===== src/rtl/bus_xfer_seq.sv =====
// Single-bus transfer sequencer: immediate or register-to-register moves over a shared 8-bit bus.
// done is high SETTLE+2 cycles after acceptance; req_ready is held low until the FSM is back in IDLE.
module bus_xfer_seq #(
  parameter int NREG   = 4,
  parameter int SETTLE = 1
) (
  input  logic            clk,
  input  logic            clr,
  input  logic            req_valid,
  output logic            req_ready,
  input  logic            req_imm,
  input  logic [2:0]      req_src,
  input  logic [2:0]      req_dst,
  input  logic [7:0]      req_data,
  input  logic [7:0]      bus_in,
  output logic [7:0]      bus_out,
  output logic            bus_oe,
  output logic [NREG-1:0] oa,
  output logic [NREG-1:0] wa,
  output logic            done,
  output logic            err,
  output logic [7:0]      xfer_data,
  output logic [7:0]      xfer_count
);

  typedef enum logic [2:0] {
    IDLE  = 3'd0,
    DRIVE = 3'd1,
    LATCH = 3'd2,
    DONE  = 3'd3,
    ERR   = 3'd4
  } state_t;

  typedef struct packed {
    logic       imm;
    logic [2:0] src;
    logic [2:0] dst;
    logic [7:0] data;
  } req_t;

  state_t         state, state_nxt;
  logic [3:0]     settle_cnt, settle_cnt_nxt;
  req_t           cur;
  logic           accept;
  logic           req_bad;
  logic           src_oob, dst_oob;
  logic           drive_phase;
  logic [NREG-1:0] src_sel, dst_sel;

  assign accept  = req_valid && req_ready;
  assign dst_oob = ({1'b0, req_dst} >= 4'(NREG));
  assign src_oob = ({1'b0, req_src} >= 4'(NREG));
  assign req_bad = dst_oob || (!req_imm && (src_oob || (req_src == req_dst)));

  assign src_sel = NREG'(1) << cur.src;
  assign dst_sel = NREG'(1) << cur.dst;

  always_ff @(posedge clk) begin
    if (clr) begin
      state      <= IDLE;
      settle_cnt <= 4'd0;
      xfer_data  <= 8'h00;
      xfer_count <= 8'h00;
      cur        <= '0;
    end else begin
      state      <= state_nxt;
      settle_cnt <= settle_cnt_nxt;
      if (accept) begin
        cur <= '{imm: req_imm, src: req_src, dst: req_dst, data: req_data};
      end
      if (state == LATCH) begin
        xfer_data  <= bus_in;
        xfer_count <= xfer_count + 8'd1;
      end
    end
  end

  always_comb begin
    state_nxt      = state;
    settle_cnt_nxt = settle_cnt;
    req_ready      = 1'b0;
    drive_phase    = 1'b0;
    oa             = '0;
    wa             = '0;
    bus_oe         = 1'b0;
    bus_out        = 8'h00;
    done           = 1'b0;
    err            = 1'b0;

    case (state)
      IDLE: begin
        req_ready = !clr;
        if (accept) begin
          if (req_bad) begin
            state_nxt = ERR;
          end else if (SETTLE > 0) begin
            state_nxt      = DRIVE;
            settle_cnt_nxt = 4'(SETTLE);
          end else begin
            state_nxt = LATCH;
          end
        end
      end
      DRIVE: begin
        drive_phase = 1'b1;
        // Counter holds the number of DRIVE cycles still to go, including this one.
        if (settle_cnt <= 4'd1) begin
          state_nxt      = LATCH;
          settle_cnt_nxt = 4'd0;
        end else begin
          settle_cnt_nxt = settle_cnt - 4'd1;
        end
      end
      LATCH: begin
        drive_phase = 1'b1;
        wa          = clr ? '0 : dst_sel;
        state_nxt   = DONE;
      end
      DONE: begin
        done      = 1'b1;
        state_nxt = IDLE;
      end
      ERR: begin
        err       = 1'b1;
        state_nxt = IDLE;
      end
      default: begin
        state_nxt = IDLE;
      end
    endcase

    // Bus drivers are killed combinationally by clr so the reset cycle never writes a register.
    if (drive_phase && !clr) begin
      if (cur.imm) begin
        bus_oe  = 1'b1;
        bus_out = cur.data;
      end else begin
        oa = src_sel;
      end
    end
  end

endmodule


===== config.mk =====
export PLATFORM = sky130hd
export DESIGN_NAME = bus_xfer_seq
export DESIGN_NICKNAME = d
export VERILOG_FILES = /design/src/rtl/bus_xfer_seq.sv
export SDC_FILE = /design/constraint.sdc
export NUM_CORES = 1
export LEC_CHECK = 0
export BUFFER_PORTS_ARGS = -buffer_cell sky130_fd_sc_hd__buf_2
export CAP_MARGIN = 10
export CORE_ASPECT_RATIO = 1.5
export CORE_MARGIN = 3
export CORE_UTILIZATION = 49
export CTS_CLUSTER_DIAMETER = 80
export CTS_CLUSTER_SIZE = 25
export DETAILED_ROUTE_END_ITERATION = 8
export GPL_TIMING_DRIVEN = 0
export PLACE_DENSITY = 0.88
export SYNTH_ARGS = -nofsm -noshare
export SYNTH_HDL_FRONTEND = slang
export SYNTH_SLANG_ARGS = --single-unit

===== constraint.sdc =====
create_clock -name clk -period 1.9 [get_ports clk]
set_input_delay 0.38 -clock clk [delete_from_list [all_inputs] [get_ports clk]]
set_output_delay 0.38 -clock clk [all_outputs]
set_load 0.005 [all_outputs]

Word-level counts from Yosys, hierarchy flattened
Index checks and enable logic that the tools add are counted.
{"block": "word_totals", "output_inout_bits": 36, "romBits": 0, "latch_bits": 0, "reg_bits": 38, "ram_bits": 0, "n_memories": 0}
{"block": "op_classes", "order_cmp": 3, "n_addsub": 2, "n_bitwise": 0, "n_shift": 2, "reduce_logical": 12, "div": 0, "muxes": 20, "n_eq_ne": 8, "n_mul": 0}
{"operator": "two-way mux 4 bit", "n": 7}
{"operator": "two-way mux 8 bit", "n": 2}
{"operator": "two-way mux 3 bit", "n": 3}
{"operator": "case mux 3 bit (3 select lines)", "n": 1}
{"operator": "adder 8 x 1 -> 8 bit, second input constant", "n": 1}
{"operator": "case mux 4 bit (2 select lines)", "n": 1}
{"operator": "<< shifter 1 x 3 -> 4 bit, first input constant", "n": 2}
{"operator": "== test 3 x 2 -> 1 bit, second input constant", "n": 2}
{"operator": "greater-or-equal comparator 3 bit, second input constant", "n": 2}
{"operator": "two-way mux 1 bit", "n": 6}
{"operator": "!= test 2 bit, second input constant", "n": 3}
{"operator": "<= comparator 4 x 1 -> 1 bit, second input constant", "n": 1}
{"operator": "subtractor 4 x 1 -> 4 bit, second input constant", "n": 1}
{"operator": "== test 3 x 1 -> 1 bit, second input constant", "n": 1}
{"operator": "== test 3 bit", "n": 1}
{"operator": "== test 3 bit, second input constant", "n": 1}
{"operator": "logical AND 1 bit", "n": 3}
{"operator": "zero test 3 bit", "n": 1}
{"operator": "AND reduction 3 bit", "n": 1}
{"operator": "zero test 1 bit", "n": 2}
{"operator": "logical OR 1 bit", "n": 2}
{"operator": "AND reduction 2 bit", "n": 1}
{"operator": "nonzero test 2 bit", "n": 1}
{"operator": "OR reduction 2 bit", "n": 1}

Depth between registers and ports, before layout
Gate-level depths: netlist (run 1).
{"block": "logic_depth", "depth_word": 7, "mapped_depth": 7, "depth_no_buf": 6}

Least setup slack after synthesis (run 1)
OpenSTA, ideal clock, no wires.
{"block": "synth_path", "path_type": "input port to output port", "start": "in clr", "end": "out bus_out[0]", "arrival_ps": 1344, "required_time_ps": 1520, "path_slack_ps": 176, "n_path_buf": 1, "path_stages": 5, "cell_sequence": "clkbuf_2 > clkinv_1 > nand2_1 > nor3_1 > and2_1"}
{"block": "synth_via", "elab_chain_cells": 3}
{"element": "from (decl)", "line": "8", "rtl": "input logic clr,"}
{"element": "zero test 1 bit", "line": "133", "rtl": "if (drive_phase && !clr) begin"}
{"element": "logical AND 1 bit", "line": "133"}
{"element": "two-way mux 8 bit", "line": "133"}
{"element": "to (decl)", "line": "16", "rtl": "output logic [7:0] bus_out,"}
No other way between the ends.

Final worst setup path (run 1)
{"block": "layout_path", "start": "reg state[0]", "end": "out oa[2]"}
{"block": "layout_via", "elab_chain_cells": 5}
{"element": "from (decl)", "line": "41", "rtl": "state_t state, state_nxt;"}
{"element": "from (signal assigned)", "line": "66", "rtl": "state <= state_nxt;"}
{"element": "== test 3 x 2 -> 1 bit / == test 3 x 1 -> 1 bit (equally long branches)", "line": "90", "rtl": "case (state)"}
{"element": "OR reduction 2 bit (no source line) (*)"}
{"element": "two-way mux 1 bit (*)", "line": "90"}
{"element": "logical AND 1 bit (*)", "line": "133"}
{"element": "two-way mux 4 bit (*)", "line": "133"}
{"element": "to (decl)", "line": "18", "rtl": "output logic [NREG-1:0] oa,"}
Mark *: on every way between the ends. The rest lies on a longest branch, timed or not.

==> results of run 1 <==
-- stage by stage --
stage | setup TNS, ns | power [W] | utilization | area, um2
after floorplan | 0 | 0.00153 | - | 1740
after global placement | -2.24 | 0.00172 | 0.637 | 2090
after detailed placement | -1.84 | 0.00175 | 0.637 | 2090
after CTS | -1.39 | 0.00253 | 0.693 | 2280
after global routing | -1.34 | 0.00275 | 0.710 | 2330
final | -0.308 | 0.00259 | 0.710 | 2330
-- registers in the layout, indices dropped and copies added (netlist names) --
name	count
cur	15
state	3
settle_cnt	4
xfer_data	8
xfer_count	8
-- path summary, 6_finish.rpt --
path | startpoint | end | cells past startpoint
setup / recovery | state[0]$_SDFFE_PP0P_ | oa[2] | 4
hold / removal | req_data[4] | cur[4]$_SDFFE_PP0P_ | 3
setup reg to reg | state[0]$_SDFFE_PP0P_ | settle_cnt[2]$_SDFFE_PP0P_ | 6
hold reg to reg | xfer_data[5]$_SDFFE_PP0P_ | xfer_data[5]$_SDFFE_PP0P_ | 2
-- logic make-up (layout without fill, tap and decap cells) --
family                     Yosys count  after routing
adders and majority gates            3              3
buffers and inverters               17             91
AOI/OAI and AO/OA                   42             42
xor gates and xnor gates             9              9
and+or+nand+nor                    106            106
DFF                                 38             38
-- power groups by stage --
stage | registers [W] | clock network, W | logic (W)
after global placement | 0.00103 | 0 | 0.000686
after global routing | 0.00110 | 0.000719 | 0.000934
after CTS | 0.00105 | 0.000678 | 0.000800
final | 0.00108 | 0.000667 | 0.000846
after detailed placement | 0.00104 | 0 | 0.000709
after floorplan | 0.00102 | 0 | 0.000510
-- worst max-delay path, stage by stage, from the launching register on --
cell and delay (ns):
dfxtp_4 0.38, xnor2_4 0.16, or4b_4 0.51, nor3b_2 0.18
buf_2 0.13
-- Yosys cell counts, types with 2 or more instances --
cell type  count  share of area
nand2b_1       4          0.014
nand4_1        3          0.011
and3_1         3          0.011
and2_1        10          0.036
nor2_1        11          0.024
ha_1           3          0.022
o21ai_0       18          0.052
clkbuf_1       4         0.0086
nor3_1         7          0.020
dfxtp_1       38           0.44
buf_4          2         0.0086
xnor2_1        6          0.030
buf_2          4          0.011
nor3b_1        5          0.022
nand2_1       53           0.11
xor2_1         3          0.015
and3b_1        2          0.010
clkbuf_2       2         0.0057
inv_1          3         0.0065
a21oi_1       14          0.040
a311oi_1       2          0.010
-- repair_timing --
item / in CTS / in global routing
hold endpoints to repair: 0 / 0
buffers inserted: 5 / 4
setup endpoints to repair: 17 / 34
resized for setup: 11 / 9
pin swaps: 8 / 5
-- final cells by class --
type                            count  share of cell area
Multi-Input combinational cell    160               0.412
Sequential cell                    38               0.331
Timing Repair Buffer               69               0.162
Clock buffer                        5              0.0295
Tap cell                           40              0.0215
Buffer                             10              0.0204
Clock inverter                      3              0.0172
Inverter                            4             0.00644
-- metal layers --
layer / vias up / share of wire / wire length, um / track usage
met2: 51 / 0.53 / 2380 / 0.387
met5: - / 0 / 0 / 0
met4: 0 / 0.022 / 98 / 0.0773
met3: 11 / 0.059 / 261 / 0.0582
met1: 762 / 0.38 / 1710 / 0.220
li1: 868 / - / - / -
==> results.ini, run 1 <==
[critical_path]
endpoint_kind = output port
critPathMaxFanout = 4
worstSetupPathType = reg -> out
required_ns = 1.52
cp.arrival_ns = 1.65
r2r_setup_slack_ns = 0.07
start_kind = flip-flop

[yosys]
yosysWarnings = 0
synth_fa_ha_area_frac = 0.0215
avgSynthCellArea_um2 = 8.11
synth_compound_area_frac = 0.140
synth-xor-area-share = 0.0452
synth_cell_types = 39
synth_mux_area_frac = 0
synthArstFlopShare = 0
synth_seq_area_share = 0.436
syn-instance-count = 215
synth_top_family_by_area = simple AND/OR/NAND/NOR gates
synth-simple-area-share = 0.307
ys.flop_type = dfxtp_1
ys_ff_latch = 38
syn_nets = 244
synth_edf_count = 0
syn_area_um2 = 1740

[global_routing]
overflow = 0
grt_pass1_vias = 1639
grt.total_usage = 0.214
grt_antenna_before_repair = 0
grt_pass1_wl_um = 6910
grt_max_degree = 13

[clock_tree]
clockBufferDepth = 2
clk_pin_slew_worst_paths_ns = 0.07
cts_tree = built
numCtsBuffers = 5
cts.sinks = 38
worstSkewPairLatency_ns = 0.29
h-tree-depth = 2
ctsHoldBuffers = 0
root_buffer = clkbuf_8

[timing]
setup_violations = 9
fin_crit_ns = 2.03
rsz0062_at_grt = true
whs_ns = 0.284
skew_ns = 0.00401
min_period_over_period = 1.07
finalWorstSetupSlack_ns = -0.127
tightest_slew_ns = 0.588
fmax_mhz = 493
max_slew_margin = 0.607
slew_viol_final = 0
hold_violations = 0

[drt]
vias = 1692
drtAntennaViolNets = 0
post_drt_wl_per_cell_um = 13.5
firstDrtPassIters = 4
wirelength_um = 4450
initialDrtViolationCount = 36
vias_per_cell = 5.14
drc_errors = 0

[place]
gp_congestion = 0.833
dp_slack_ns = -0.226
place_inst = 315
port_buffers = 60
dpl.hpwl_um = 3040

[floorplanning]
num_rows = 25
io_pins = 62
coreArea_um2 = 3280
fp.dieW_um = 54.7
die_area_um2 = 4320
initial_core_util = 0.531
die_height_um = 79.0

[pwr]
ir_drop_mv = 0.974
p_sw_w = 0.000850
p_leak_nw = 1.05
power.share.clock = 0.257
power_per_cell_area_nw_per_um2 = 1110
internal_power_w = 0.00174
pwr-share-comb = 0.326
seqPwrFrac = 0.417
netSwitchingFraction = 0.328

[outcome]
status = finished with violations
failed_checks = setup timing

[final_layout]
final_layout_size_suffix_gt1_frac = 0.336
seqCellArea_um2 = 772
num_antenna_cells = 0
area_growth_syn_to_layout_pct = 33.7
final_common_cell = buf_2
nets = 317
multiInputGateArea_um2 = 960
nFillCells = 288
finalNonFillerCells = 329
layout_common_cells = buf_2, nand2_1, dfxtp_1, o21ai_0, a21oi_1

[job]
drv_cap = 0

[min_path]
hold_path.class = in -> reg

Power figures use the tool's default switching activity.
==> run 2: changes to the inputs <==
Settings changed: CORE_MARGIN 3 to not set, SKIP_CTS_REPAIR_TIMING set to 1.
==> run 2 against run 1 <==
The flow still finishes with violations (setup timing). Combinational power rose by 3.0%. Cell count grew 0.91%. Core utilization down 3.3 points. Largest power group unchanged.
==> results.ini, run 2 (synthesis results as in run 1) <==
[global_routing]
grt_pass1_vias = 1491  ; was 1639
grt_max_degree = 12  ; was 13
grt.total_usage = 0.215  ; was 0.214
grt_pass1_wl_um = 6290  ; was 6910 um
grt_antenna_before_repair = 0  ; unchanged
overflow = 0  ; unchanged

[timing]
rsz0062_at_grt = true  ; unchanged
tightest_slew_ns = 0.697  ; was 0.588 ns
slew_viol_final = 0  ; unchanged
hold_violations = 0  ; unchanged
min_period_over_period = 1.08  ; was 1.07
fin_crit_ns = 2.05  ; was 2.03 ns
fmax_mhz = 488  ; was 493 MHz
max_slew_margin = 0.534  ; was 0.607
finalWorstSetupSlack_ns = -0.151  ; was -0.127 ns
skew_ns = 0.00735  ; was 0.00401 ns
setup_violations = 15  ; was 9

[min_path]
whs_endpoint = cur[0]$_SDFFE_PP0P_  ; was cur[4]$_SDFFE_PP0P_
hold_path.class = in -> reg  ; unchanged
hp-start = req_data[0]  ; was req_data[4]
hold_depth = 3  ; unchanged

[critical_path]
worstRegToRegCells = 7  ; was 6
required_ns = 1.52  ; about the same
r2r_setup_slack_ns = 0.02  ; was 0.07 ns
endpoint_kind = output port  ; unchanged
critPathMaxFanout = 8  ; was 4
cp.arrival_ns = 1.67  ; was 1.65 ns
timing.rr.end = xfer_count[0]$_SDFFE_PP0P_  ; was settle_cnt[2]$_SDFFE_PP0P_
worstSetupPathType = reg -> out  ; unchanged
start_kind = flip-flop  ; unchanged
r2r-start = state[1]$_SDFFE_PP0P_  ; was state[0]$_SDFFE_PP0P_

[clock_tree]
clockBufferDepth = 2  ; unchanged
root_buffer = clkbuf_8  ; unchanged
h-tree-depth = 2  ; unchanged
cts_tree = built  ; unchanged
numCtsBuffers = 5  ; unchanged
clk_pin_slew_worst_paths_ns = 0.07  ; about the same
cts.sinks = 38  ; unchanged
worstSkewPairLatency_ns = 0.29  ; about the same

[final_layout]
area_growth_syn_to_layout_pct = 32.6  ; was 33.7%
layout_common_cells = buf_2, nand2_1, dfxtp_1, o21ai_0, a21oi_1  ; unchanged
final_layout_size_suffix_gt1_frac = 0.334  ; was 0.336
nets = 318  ; was 317
reg_top3 = cur x15, xfer_count x8, xfer_data x8  ; unchanged
final_common_cell = buf_2  ; unchanged
largest_register_ffs = 15  ; unchanged
regMostFlops = cur  ; unchanged
num_antenna_cells = 0  ; unchanged

[drt]
vias = 1710  ; was 1692
firstDrtPassIters = 4  ; unchanged
initialDrtViolationCount = 29  ; was 36
post_drt_wl_per_cell_um = 12.5  ; was 13.5 um
drc_errors = 0  ; unchanged
drtAntennaViolNets = 0  ; unchanged
wirelength_um = 4140  ; was 4450 um
vias_per_cell = 5.15  ; was 5.14

[place]
dpl.hpwl_um = 2850  ; was 3040 um
dp_slack_ns = -0.243  ; was -0.226 ns
port_buffers = 60  ; unchanged
gp_congestion = 0.772  ; was 0.833

[floorplanning]
io_pins = 62  ; unchanged
coreArea_um2 = 3420  ; was 3280 um2
initial_core_util = 0.510  ; was 0.531
num_rows = 26  ; was 25
die_height_um = 75.0  ; was 79.0 um
fp.dieW_um = 50.7  ; was 54.7 um
die_area_um2 = 3800  ; was 4320 um2

[job]
drv_cap = 0  ; unchanged

[pwr]
p_leak_nw = 1.05  ; about the same
power_w = 0.00248  ; was 0.00259 W
power_per_cell_area_nw_per_um2 = 1070  ; was 1110 nW/um2
ir_drop_mv = 0.927  ; was 0.974 mV

[outcome]
failed_checks = setup timing  ; unchanged
status = finished with violations  ; unchanged

==> run 2: metrics by stage <==
step | utilization | TNS [ns] | cells | instance area [um2] | hold slack (ns)
after floorplan | - | 0 | 215 | 1740 | 0.431
after global placement | 0.614 | -2.15 | 317 | 2100 | 0.439
after detailed placement | 0.614 | -2.07 | 317 | 2100 | 0.446
after CTS | 0.640 | -4.95 | 325 | 2190 | 0.281
after global routing | 0.677 | -4.10 | 332 | 2310 | 0.287
final | 0.677 | -1.19 | 332 | 2310 | 0.288
==> run 2: routing by layer <==
metal / up-vias / track usage / share of wire / wire length, um
li1: 871 / - / - / -
met1: 776 / 0.229 / 0.41 / 1680
met2: 57 / 0.407 / 0.53 / 2210
met3: 6 / 0.0404 / 0.045 / 186
met4: 0 / 0.0926 / 0.015 / 63
met5: - / 0 / 0 / 0
==> run 2: worst max path at each step <==
stage | start | to | slack, ns
global placement | clr | bus_out[5] | -0.26
global route | state[0]$_SDFFE_PP0P_ | oa[2] | -0.23
floorplan | clr | bus_out[0] | 0.18
CTS | state[1]$_SDFFE_PP0P_ | bus_out[4] | -0.43
finish | state[0]$_SDFFE_PP0P_ | oa[2] | -0.15
detailed placement | clr | bus_out[4] | -0.24
==> run 2: where the power goes <==
group	switching (W)	internal, W	leakage, nW	total (W)
registers	0.000107	0.000937	0.311	0.00104
clock network	0.000276	0.000293	0.0482	0.000569
logic	0.000441	0.000430	0.689	0.000871
==> run 2: worst max-delay path, cell delays in order (launching register included) <==
cell,delay [ns]
dfxtp_2,0.32
buf_6,0.13
xnor2_4,0.15
or4b_4,0.51
nor3b_2,0.16
buf_2,0.12
==> run 2: cell type report <==
| class | instances | area (um2) |
|---|---|---|
| timing repair buffer | 68 | 360 |
| tap | 42 | 52.6 |
| clock buffer | 7 | 86.3 |
| buffer | 12 | 70.1 |
| sequential | 38 | 764 |
| inverter | 4 | 15.0 |
| clock inverter | 1 | 5.00 |
| multi-input combinational | 160 | 957 |
| fill | 298 | 1100 |
